===== src/rtl/spi_simple_slave.sv =====
// SPI slave: synchronises the SPI pins into clk, shifts DATA_WIDTH-bit words in all four modes,
// with a one-word transmit buffer and per-word receive strobe.
module spi_simple_slave #(
    parameter int DATA_WIDTH  = 8,
    parameter int SYNC_STAGES = 2
) (
    input  logic                  clk,
    input  logic                  rst_n,
    input  logic                  sclk,
    input  logic                  mosi,
    input  logic                  cs_n,
    output logic                  miso,
    input  logic                  cpol,
    input  logic                  cpha,
    input  logic [DATA_WIDTH-1:0] tx_data,
    input  logic                  tx_valid,
    output logic                  tx_ready,
    output logic [DATA_WIDTH-1:0] rx_data,
    output logic                  rx_valid,
    output logic                  tx_underrun,
    output logic                  busy
);

    localparam int CW = $clog2(DATA_WIDTH);
    localparam logic [CW-1:0] LAST_BIT = CW'(DATA_WIDTH - 1);

    typedef enum logic [0:0] {
        ST_IDLE  = 1'b0,
        ST_SHIFT = 1'b1
    } state_t;

    state_t                  state_q, state_d;
    logic [SYNC_STAGES-1:0]  sclk_sync_q, sclk_sync_d;
    logic [SYNC_STAGES-1:0]  mosi_sync_q, mosi_sync_d;
    logic [SYNC_STAGES-1:0]  cs_sync_q, cs_sync_d;
    logic                    sclk_prev_q, sclk_prev_d;
    logic                    cs_prev_q, cs_prev_d;
    logic [CW-1:0]           bit_cnt_q, bit_cnt_d;
    logic [DATA_WIDTH-1:0]   tx_shift_q, tx_shift_d;
    logic [DATA_WIDTH-1:0]   rx_shift_q, rx_shift_d;
    logic [DATA_WIDTH-1:0]   buf_q, buf_d;
    logic                    buf_full_q, buf_full_d;
    logic                    skip_q, skip_d;
    logic [DATA_WIDTH-1:0]   rx_data_q, rx_data_d;
    logic                    rx_valid_q, rx_valid_d;
    logic                    underrun_q, underrun_d;
    logic                    miso_q, miso_d;
    logic                    busy_q, busy_d;
    logic                    tx_ready_q, tx_ready_d;

    logic sclk_s, mosi_s, cs_s;
    logic cs_fall_s, cs_rise_s, sclk_edge_s, sample_edge_s, change_edge_s;
    logic load_s;

    assign sclk_s    = sclk_sync_q[SYNC_STAGES-1];
    assign mosi_s    = mosi_sync_q[SYNC_STAGES-1];
    assign cs_s      = cs_sync_q[SYNC_STAGES-1];
    assign cs_fall_s = cs_prev_q & ~cs_s;
    assign cs_rise_s = ~cs_prev_q & cs_s;
    assign sclk_edge_s   = (sclk_prev_q != sclk_s) && (state_q == ST_SHIFT);
    // Rising edge samples when cpol==cpha; the opposite edge drives miso.
    assign sample_edge_s = sclk_edge_s && (sclk_s == (cpol == cpha));
    assign change_edge_s = sclk_edge_s && (sclk_s != (cpol == cpha));

    always_comb begin
        sclk_sync_d = {sclk_sync_q[SYNC_STAGES-2:0], sclk};
        mosi_sync_d = {mosi_sync_q[SYNC_STAGES-2:0], mosi};
        cs_sync_d   = {cs_sync_q[SYNC_STAGES-2:0], cs_n};
        sclk_prev_d = sclk_s;
        cs_prev_d   = cs_s;
    end

    always_ff @(posedge clk or negedge rst_n) begin
        if (!rst_n) begin
            sclk_sync_q <= '0;
            mosi_sync_q <= '0;
            cs_sync_q   <= '1;
            sclk_prev_q <= 1'b0;
            cs_prev_q   <= 1'b1;
        end else begin
            sclk_sync_q <= sclk_sync_d;
            mosi_sync_q <= mosi_sync_d;
            cs_sync_q   <= cs_sync_d;
            sclk_prev_q <= sclk_prev_d;
            cs_prev_q   <= cs_prev_d;
        end
    end

    always_ff @(posedge clk or negedge rst_n) begin
        if (!rst_n) begin
            state_q <= ST_IDLE;
        end else begin
            state_q <= state_d;
        end
    end

    always_comb begin
        state_d = state_q;
        case (state_q)
            ST_IDLE: begin
                if (cs_fall_s) state_d = ST_SHIFT;
                else           state_d = ST_IDLE;
            end
            ST_SHIFT: begin
                if (cs_rise_s) state_d = ST_IDLE;
                else           state_d = ST_SHIFT;
            end
            default: state_d = ST_IDLE;
        endcase
    end

    // Shift datapath; a load reads the buffer as it stood at the start of the cycle.
    always_comb begin
        bit_cnt_d  = bit_cnt_q;
        tx_shift_d = tx_shift_q;
        rx_shift_d = rx_shift_q;
        buf_d      = buf_q;
        buf_full_d = buf_full_q;
        skip_d     = skip_q;
        rx_data_d  = rx_data_q;
        rx_valid_d = 1'b0;
        underrun_d = 1'b0;
        load_s     = 1'b0;

        if (state_q == ST_IDLE) begin
            if (cs_fall_s) begin
                load_s    = 1'b1;
                skip_d    = cpha;
                bit_cnt_d = '0;
            end else begin
                skip_d = 1'b0;
            end
        end else if (cs_rise_s) begin
            bit_cnt_d = '0;
            skip_d    = 1'b0;
        end else if (sample_edge_s) begin
            rx_shift_d = {rx_shift_q[DATA_WIDTH-2:0], mosi_s};
            if (bit_cnt_q == LAST_BIT) begin
                rx_data_d  = rx_shift_d;
                rx_valid_d = 1'b1;
                bit_cnt_d  = '0;
                load_s     = 1'b1;
                skip_d     = 1'b1;
            end else begin
                bit_cnt_d = bit_cnt_q + {{(CW-1){1'b0}}, 1'b1};
            end
        end else if (change_edge_s) begin
            if (skip_q) begin
                skip_d = 1'b0;
            end else begin
                tx_shift_d = {tx_shift_q[DATA_WIDTH-2:0], 1'b0};
            end
        end else begin
            bit_cnt_d = bit_cnt_q;
        end

        if (load_s) begin
            buf_full_d = 1'b0;
            if (buf_full_q) begin
                tx_shift_d = buf_q;
            end else begin
                tx_shift_d = '0;
                underrun_d = 1'b1;
            end
        end else begin
            buf_full_d = buf_full_q;
        end

        if (tx_valid && !buf_full_q) begin
            buf_d      = tx_data;
            buf_full_d = 1'b1;
        end else begin
            buf_d = buf_q;
        end
    end

    always_comb begin
        busy_d     = (state_d == ST_SHIFT);
        miso_d     = (state_d == ST_SHIFT) ? tx_shift_d[DATA_WIDTH-1] : 1'b0;
        tx_ready_d = ~buf_full_d;
    end

    always_ff @(posedge clk or negedge rst_n) begin
        if (!rst_n) begin
            bit_cnt_q  <= '0;
            tx_shift_q <= '0;
            rx_shift_q <= '0;
            buf_q      <= '0;
            buf_full_q <= 1'b0;
            skip_q     <= 1'b0;
            rx_data_q  <= '0;
            rx_valid_q <= 1'b0;
            underrun_q <= 1'b0;
            miso_q     <= 1'b0;
            busy_q     <= 1'b0;
            tx_ready_q <= 1'b1;
        end else begin
            bit_cnt_q  <= bit_cnt_d;
            tx_shift_q <= tx_shift_d;
            rx_shift_q <= rx_shift_d;
            buf_q      <= buf_d;
            buf_full_q <= buf_full_d;
            skip_q     <= skip_d;
            rx_data_q  <= rx_data_d;
            rx_valid_q <= rx_valid_d;
            underrun_q <= underrun_d;
            miso_q     <= miso_d;
            busy_q     <= busy_d;
            tx_ready_q <= tx_ready_d;
        end
    end

    assign miso        = miso_q;
    assign busy        = busy_q;
    assign tx_ready    = tx_ready_q;
    assign rx_data     = rx_data_q;
    assign rx_valid    = rx_valid_q;
    assign tx_underrun = underrun_q;

endmodule

===== config.mk =====
export PLATFORM = sky130hd
export DESIGN_NAME = spi_simple_slave
export DESIGN_NICKNAME = d
export VERILOG_FILES = /design/src/rtl/spi_simple_slave.sv
export SDC_FILE = /design/constraint.sdc
export NUM_CORES = 1
export LEC_CHECK = 0
export BUFFER_PORTS_ARGS = -buffer_cell sky130_fd_sc_hd__buf_2
export CAP_MARGIN = 30
export CORE_MARGIN = 2
export CORE_UTILIZATION = 58
export CTS_BUF_LIST = sky130_fd_sc_hd__clkbuf_2 sky130_fd_sc_hd__clkbuf_4 sky130_fd_sc_hd__clkbuf_8
export CTS_CLUSTER_DIAMETER = 200
export CTS_CLUSTER_SIZE = 28
export DETAILED_ROUTE_END_ITERATION = 10
export GPL_ROUTABILITY_DRIVEN = 0
export PLACE_DENSITY = 0.89
export SYNTH_ARGS = -nofsm -noshare
export SYNTH_HDL_FRONTEND = slang
export SYNTH_SLANG_ARGS = --single-unit

===== constraint.sdc =====
create_clock -name clk -period 2.4 [get_ports clk]
set_clock_uncertainty 0.05 [all_clocks]
set_input_delay 0.36 -clock clk [delete_from_list [all_inputs] [get_ports clk]]
set_output_delay 0.36 -clock clk [all_outputs]
set_load 0.03 [all_outputs]

* After elaboration in Yosys (flattened, before gate mapping) *
Cells that the tools add are included.

word-level totals
  flip-flop bits (word level) = 49
  output and inout port bits = 13
  bits of input ports = 16
  bits in read-only memories = 0
  memories = 0
  latch bits = 0
  bits in writable memories = 0
  logic and storage cells = 81

cells by class
  add/subtract/negate cells = 1
  divide/modulo/power cells = 0
  $lt $le $gt $ge = 0
  reductions and logical operators = 13
  bitwise logic cells = 7
  eq/ne operators = 11
  multiply operators = 0
  multiplexer cells = 31
  shifts and indexed selects = 0

operators by type and width
  operator             number
  $mux 8               7
  $mux 1               18
  $mux 3               5
  $ne 2x1->1 const B   3
  $reduce_bool 2->1    3
  $not 1->1            5
  $reduce_and 5->1     1
  $logic_and 1x1->1    4
  $ne 4x1->1 const B   1
  $ne 4x3->1 const B   1
  $reduce_and 2->1     2
  $reduce_and 4->1     1
  $add 3x1->3 const B  1
  $eq 3x3->1 const B   1
  $ne 3x1->1 const B   1
  $reduce_and 3->1     1
  $and 1x1->1          2
  $eq 1x1->1           2
  $ne 1x1->1           2
  $pmux 1 s2           1
  $logic_not 1->1      1

* Longest topological paths before layout *
Gate-level depths: netlist (run 1).

  depth after elaboration = 9
  gate-level depth with buffers = 7
  mapped depth without buffers = 7

* Least setup slack after synthesis (run 1) *
No wires, ideal clock.

  kind = input to register
  from = input port cpha
  to = register tx_shift_q[6]
  library setup time = 0.126 ns
  slack = 0.434 ns
  path buffers = 1
  data arrival time = 1.790 ns
  cell stages on the path = 6
  required time = 2.224 ns
  path through = xor3_2 > and4_4 > buf_6 > a21oi_4 > nor2b_2 > a221o_1

between the ends
  cells in the longest elaborated chain, start to end = 8
  elaborated cells on any way between the ends = 15
  those cells by class = eq/ne (6); mux (4); reduce/logical (5)

ends and longest elaborated chain
  item                                                              line    source
  start, declared                                                   14      input logic cpha,
  $eq 1x1->1 (*)                                                    62, 63
  $eq 1x1->1                                                        62      assign sample_edge_s = sclk_edge_s && (sclk_s == (cpol == cpha));
  $logic_and 1x1->1                                                 62
  $mux 1                                                            136     end else if (sample_edge_s) begin
  $mux 1                                                            133     end else if (cs_rise_s) begin
  $mux 1                                                            125     if (state_q == ST_IDLE) begin
  $ne 2x1->1 (no line) / $reduce_bool 2->1 (equally long branches)  --
  $reduce_and 5->1 (no line)                                        --
  end signal, assigned                                              199     tx_shift_q <= tx_shift_d;
  end, declared                                                     39      logic [DATA_WIDTH-1:0] tx_shift_q, tx_shift_d;

Every way passes the cells marked *; elsewhere a longest branch is shown, timed or not.
A chain may end at the register's enable or synchronous reset.

* Final worst setup path (run 1) *
  from = register cs_prev_q
  to = register tx_shift_q[7]

between the ends
  cells in the longest elaborated chain, start to end = 5
  elaborated cells on any way between the ends = 9
  those cells by class = mux (6); bitwise (3)

ends and longest elaborated chain
  item                                     line  source
  start, declared                          37    logic cs_prev_q, cs_prev_d;
  start signal, assigned                   85    cs_prev_q <= cs_prev_d;
  $not 1->1                                59    assign cs_rise_s = ~cs_prev_q & cs_s;
  $and 1x1->1                              59
  $mux 8 / $mux 1 (equally long branches)  133
  $mux 8 / $mux 1 (equally long branches)  125
  $mux 8 (*)                               157   if (load_s) begin
  via tx_shift_d[7]                        39

The timed path passes the listed nets; every way through them passes the cells marked *. The select of a mux whose other input is x is not followed.

==> flow_summary.toml, run 1 <==
[place]
dp_hpwl_mm = 2.73
port_buffers = 28
pre_cts_ws_ps = 242

[synth]
yosysTopAreaCell = "dfrtp_1"
syn-instance-count = 152
synth_top_family_by_area = "multiplexers"
post_synth_main_area_contributors = "dfrtp_1 (56%), mux2_2 (13%), dfstp_2 (5.2%), a221o_1 (3.0%), a21oi_1 (2.5%)"
ys.warnings.count = 0
ys_ff_latch = 49
synth_seq_area_share_pct = 60.9
synth.most_common_cell = "dfrtp_1"
ys.flop_type = "dfrtp_1"
synth_xor_area_share_pct = 2.97
synthSimpleGateAreaFrac_pct = 9.04
yosys-top-cells-count = "dfrtp_1 (45), mux2_2 (23), nor2_1 (11)"
synthArstFlopShare_pct = 100
synth_compound_area_share_pct = 10.7
synthAdderAreaFrac_pct = 1.24
synthDistinctLibCells = 33
postSynthAreaPerCell_um2 = 13.3
syn_area_um2 = 2020
synth.mux.area_fraction_pct = 13.3
synth-edff-count = 0
syn_nets = 170
synth_top_cell_area_share_pct = 55.7

[grt]
first_global_vias = 1354
grt_pass1_wl_mm = 6.49
grt_max_degree = 26
gr-usage-met1_pct = 27.8
grtUsageMet3_pct = 6.31
grtUsageTotal_pct = 21.6
grt-ovfl-total = 0
antenna_found_initial = 0
grtUsageMet2_pct = 33.4
busiest_layer = "met2"

[route]
firstDrtPassIters = 4
drt-vias-per-instance = 5.43
wl_per_cell_um = 16.2
drtAntennaViolNets = 0
drc = 0
vias = 1277
wl_mm = 3.82
first_iter_violations = 71

[cts]
clockBufferDepth = 2
cts_tree = "done"
clock_sinks = 49
cts.clk_slew.worst_paths_ps = 140
cts_made_buffers = 5
postCtsSetupRepairBufs = 0
clockRootBuffer = "clkbuf_4"
cts_max_level = 2
clock_latency_ps = 380

[layout]
drive_gt1_share_pct = 37.6
final_nets = 206
antennaDiodeCount = 0
area_growth_pct = 14.7

[timing]
finalHoldViolCount = 0
setup_viol_count_final = 0
fin_crit_ps = 2060
timing.slew.headroom_pct = 48.7
finalWorstSetupSlack_ps = 336
finalSetupTns_ps = 0
fin_crit_sh_pct = 86.0
grt_setup_unrepaired = "false"
worstMarginPinSlew_ps = 768
hold_ws_ps = 24.5
drv_slew = 0
fmax_mhz = 485

[power_and_ir_drop]
p_per_area_nw_per_um2 = 953
vdd_drop_max_v = 0.000846
leakagePower_nw = 1.12
finalPower_mw = 2.21

[setup_path]
endpoint_kind = "flop"
crit_fanout = 8
required_ps = 2620
path_class = "flop to flop"
startpoint_type = "flop"
crit_arrival_ps = 2290

[floorplan]
fp.dieW_um = 63.0
num_io_pins = 29
die_y_um = 63.0
initial_utilization_pct = 60.6
die_area_um2 = 3970
placeableCoreArea_um2 = 3340
fp-row-count = 21

[hold_path]
hold_path.class = "input port to flop"

[flow_run]
max_cap_violations = 0

[status]
status = "complete, no violations"
## placed cells by master (no fill, tap or decap), types with 2 or more instances in the layout
cell type and count:
nand2_1 6, a221o_1 6, xnor2_1 3, o21ai_0 4
a211oi_1 2, dfrtp_1 45, dfstp_2 4, nand3_1 2
and2_1 6, nand2b_1 3, mux2_2 23, dlygate4sd3_1 2
buf_2 28, inv_1 5, nor2_1 11, clkbuf_4 6
buf_4 2, a21oi_1 10, o211ai_1 2, ha_1 2
## power by group
group / internal [mW] / leakage [nW] / switching (mW)
clock network: 0.233 / 0.0459 / 0.262
logic: 0.252 / 0.462 / 0.233
registers: 1.06 / 0.613 / 0.171
## path summary, 6_finish.rpt
kind / start / slack [ps] / depth (start not counted) / endpoint
max: cs_prev_q / 340 / 5 / tx_shift_q[7]
min in group asynchronous: rst_n / 430 / 2 / rx_shift_q[0]
min reg2reg: sclk_sync_q[0] / 330 / 0 / sclk_sync_q[1]
max in group asynchronous: rst_n / 1200 / 3 / cs_sync_q[0]
min: mosi / 20 / 1 / mosi_sync_q[0]
max reg2reg: cs_prev_q / 340 / 5 / tx_shift_q[7]
## cell type report
class,instances,area [um^2]
repair buffers,32,175
clock buffers,6,45.0
well taps,46,57.6
multi-input cells,95,752
inverters,5,18.8
flip-flops and latches,49,1230
clock inverters,2,38.8
fillers,253,1020
## worst max-delay path, stage by stage, from the launching register on
cell and delay (ps):
dfstp_2 550, nand2b_1 210, nand2_1 180, nor4_2 620
mux2i_1 260, a21oi_1 80
## per-layer routing
metal | routed length, um | up-vias
met2 | 1860 | 33
met5 | 0 | -
li1 | - | 611
met4 | 74 | 0
met1 | 1710 | 627
met3 | 171 | 6
## flip-flops by register name, summed over array words and instances (netlist names)
name and flops:
busy 1, tx_underrun 1, mosi_sync_q 2, tx_ready 1
rx_valid 1, buf_q 8, sclk_sync_q 2, tx_shift_q 8
rx_data 8, buf_full_q 1, rx_shift_q 7, skip_q 1
bit_cnt_q 3, cs_prev_q 1, sclk_prev_q 1, cs_sync_q 2
miso 1
## repair_timing
item	in CTS	in global routing
endpoints found under the hold margin	23	1
gates resized for setup	0	0
hold buffers	1	1
## per-stage QoR
stage	cells	util, %	area, um^2
5_1_grt	235	69.5	2320
6_report	235	69.5	2320
2_1_floorplan	152	-	2020
3_5_place_dp	225	66.4	2210
3_3_place_gp	225	66.4	2210
4_1_cts	234	69.2	2310
## kinds of logic after synthesis
kind of cell,count (synthesis)
AO/OA/AOI/OAI,30
buffers and inverters,8
flip-flops,49
XOR/XNOR,5
AND/OR/NAND/NOR,34
adder cells (fa/ha/maj),2
multiplexers,24
No activity file was read; power rests on OpenSTA's default activity.
==> run 2: changes to the inputs <==
--- a/config.mk
+++ b/config.mk
@@ -16,3 +16,3 @@
 export GPL_ROUTABILITY_DRIVEN = 0
-export PLACE_DENSITY = 0.89
+export PLACE_DENSITY = 0.81
 export SYNTH_ARGS = -nofsm -noshare
--- a/constraint.sdc
+++ b/constraint.sdc
@@ -4,2 +4,2 @@
 set_output_delay 0.36 -clock clk [all_outputs]
-set_load 0.03 [all_outputs]
+set_load 0.1 [all_outputs]
==> run 2 against run 1 <==
- die area is the same
- cell count is the same
- non-clock buffer count is the same
- total power grew 4.9%
- critical endpoint is now tx_shift_q[6]
- cell area grew 0.11%
- sequential share of layout area shrank 0.057 points
- clock-buffer cell count grew 1
==> flow_summary.toml, run 2 (synthesis gave the netlist of run 1 again) <==
[setup_path]
path_class = "flop to flop"
crit_arrival_ps = 2200
path_depth = 5
crit_fanout = 9
critical-path-top-delay-family = "compound AO/OA/AOI/OAI gates"
r2r-start = "sclk_sync_q[1]"
reg2reg_slack_ps = 410
crit_buf_inv = 0
slowest_delay_ps = 480
crit_path_top_delay_cell = "dfrtp_1"
endpoint_kind = "flop"
startpoint_type = "flop"
reg2regPathDepth = 5
r2r_end = "tx_shift_q[6]"
required_ps = 2610
path_cells = "xor3_2 -> and4_4 -> a21oi_4 -> nor2b_2 -> a221o_1"

[layout]
drive_gt1_share_pct = 38.1
layout_commonest_cell = "dfrtp_1"
final_cell_mix = "dfrtp_1 (45), buf_2 (28), mux2_2 (23)"
area_growth_pct = 14.9
final_nets = 206
nFillCells = 244
multi_input_area_um2 = 752
antennaDiodeCount = 0
regArea_um2 = 1230

[grt]
first_global_vias = 1260
grt_max_degree = 26
grt-ovfl-total = 0
antenna_found_initial = 0
grt_pass1_wl_mm = 5.87
grtUsageTotal_pct = 19.7

[timing]
setup_viol_count_final = 0
timing.slew.headroom_pct = 64.2
finalHoldViolCount = 0
fin_crit_sh_pct = 82.9
drv_slew = 0
hold_ws_ps = 41.6
grt_setup_unrepaired = "false"
worstMarginPinSlew_ps = 537
fin_crit_ps = 1990
fmax_mhz = 503
finalSetupTns_ps = 0

[cts]
clock_latency_ps = 360
postCtsSetupRepairBufs = 0
cts_tree = "done"
clockBufferDepth = 2
cts_made_buffers = 5
clock_sinks = 49
cts.clk_slew.worst_paths_ps = 130
ctsResizeCount = 0
cts_max_level = 2
clockRootBuffer = "clkbuf_4"

[hold_path]
hold_end = "cs_sync_q[0]"
hold_start = "cs_n"
min_path_cells = 1
hold_path.class = "input port to flop"

[floorplan]
initial_utilization_pct = 60.6
die_y_um = 63.0
fp.dieW_um = 63.0
num_io_pins = 29
placeableCoreArea_um2 = 3340
die_area_um2 = 3970
fp-row-count = 21

[place]
dp_hpwl_mm = 2.60
port_buffers = 28

[flow_run]
max_cap_violations = 0

[status]
status = "complete, no violations"

[route]
vias = 1273
wl_mm = 3.52
first_iter_violations = 80
drc = 0
drtAntennaViolNets = 0
firstDrtPassIters = 4
wl_per_cell_um = 15.0
drt-vias-per-instance = 5.42

[power_and_ir_drop]
vdd_drop_max_v = 0.000523
p_per_area_nw_per_um2 = 998
leakagePower_nw = 1.13
==> run 2: cell types whose count changed in the layout (fill, tap and decap cells not counted) <==
cell           before  now
clkbuf_8            0    1
buf_4               2    3
clkinv_4            1    0
dlygate4sd3_1       2    1
==> run 2: cell type report <==
| class | count | share of cell area (%) |
|---|---|---|
| Clock buffer | 7 | 2.53 |
| Clock inverter | 1 | 1.29 |
| Inverter | 5 | 0.809 |
| Multi-Input combinational cell | 95 | 32.4 |
| Sequential cell | 49 | 53.0 |
| Tap cell | 46 | 2.48 |
| Timing Repair Buffer | 32 | 7.44 |
==> run 2: metrics by stage <==
step                      power, mW  utilization [%]  cell area (um^2)  setup slack [ps]  instances
final                          2.32             69.6              2320               410        235
after global routing           2.44             69.6              2320               270        235
after CTS                      2.34             69.6              2320               392        235
after detailed placement       1.84             66.6              2220               258        226
after global placement         1.79             66.6              2220               325        226
after floorplan                1.67                -              2020              77.0        152
==> run 2: power breakdown <==
group | total (mW) | leakage [nW] | switching (mW) | internal, mW
logic | 0.595 | 0.464 | 0.339 | 0.256
registers | 1.22 | 0.613 | 0.166 | 1.06
clock network | 0.498 | 0.0489 | 0.238 | 0.260
==> run 2: worst max path at each step <==
stage                   startpoint       endpoint  slack, ps
floorplan                     busy  tx_shift_q[7]         80
global placement              cpha  tx_shift_q[5]        320
detailed placement            cpha  tx_shift_q[6]        260
CTS                 sclk_sync_q[1]  tx_shift_q[6]        390
global route        sclk_sync_q[1]  tx_shift_q[5]        270
finish              sclk_sync_q[1]  tx_shift_q[6]        410
==> run 2: timing repair <==
action | CTS | global route
endpoints found under the hold margin | 21 | 0
setup endpoints to repair | 0 | 0
hold buffers | 1 | 0
==> run 2: per-layer routing <==
metal / share of wire (%) / global-route usage [%]
met1: 44 / 25.5
met2: 48 / 30.2
met3: 5.6 / 6.85
met4: 2.0 / 8.06
met5: 0 / 0
==> run 2: worst register-to-register path, cell delays in order (launching register included) <==
cell	delay, ps
dfrtp_1	480
xor3_2	360
and4_4	280
a21oi_4	240
nor2b_2	110
a221o_1	360
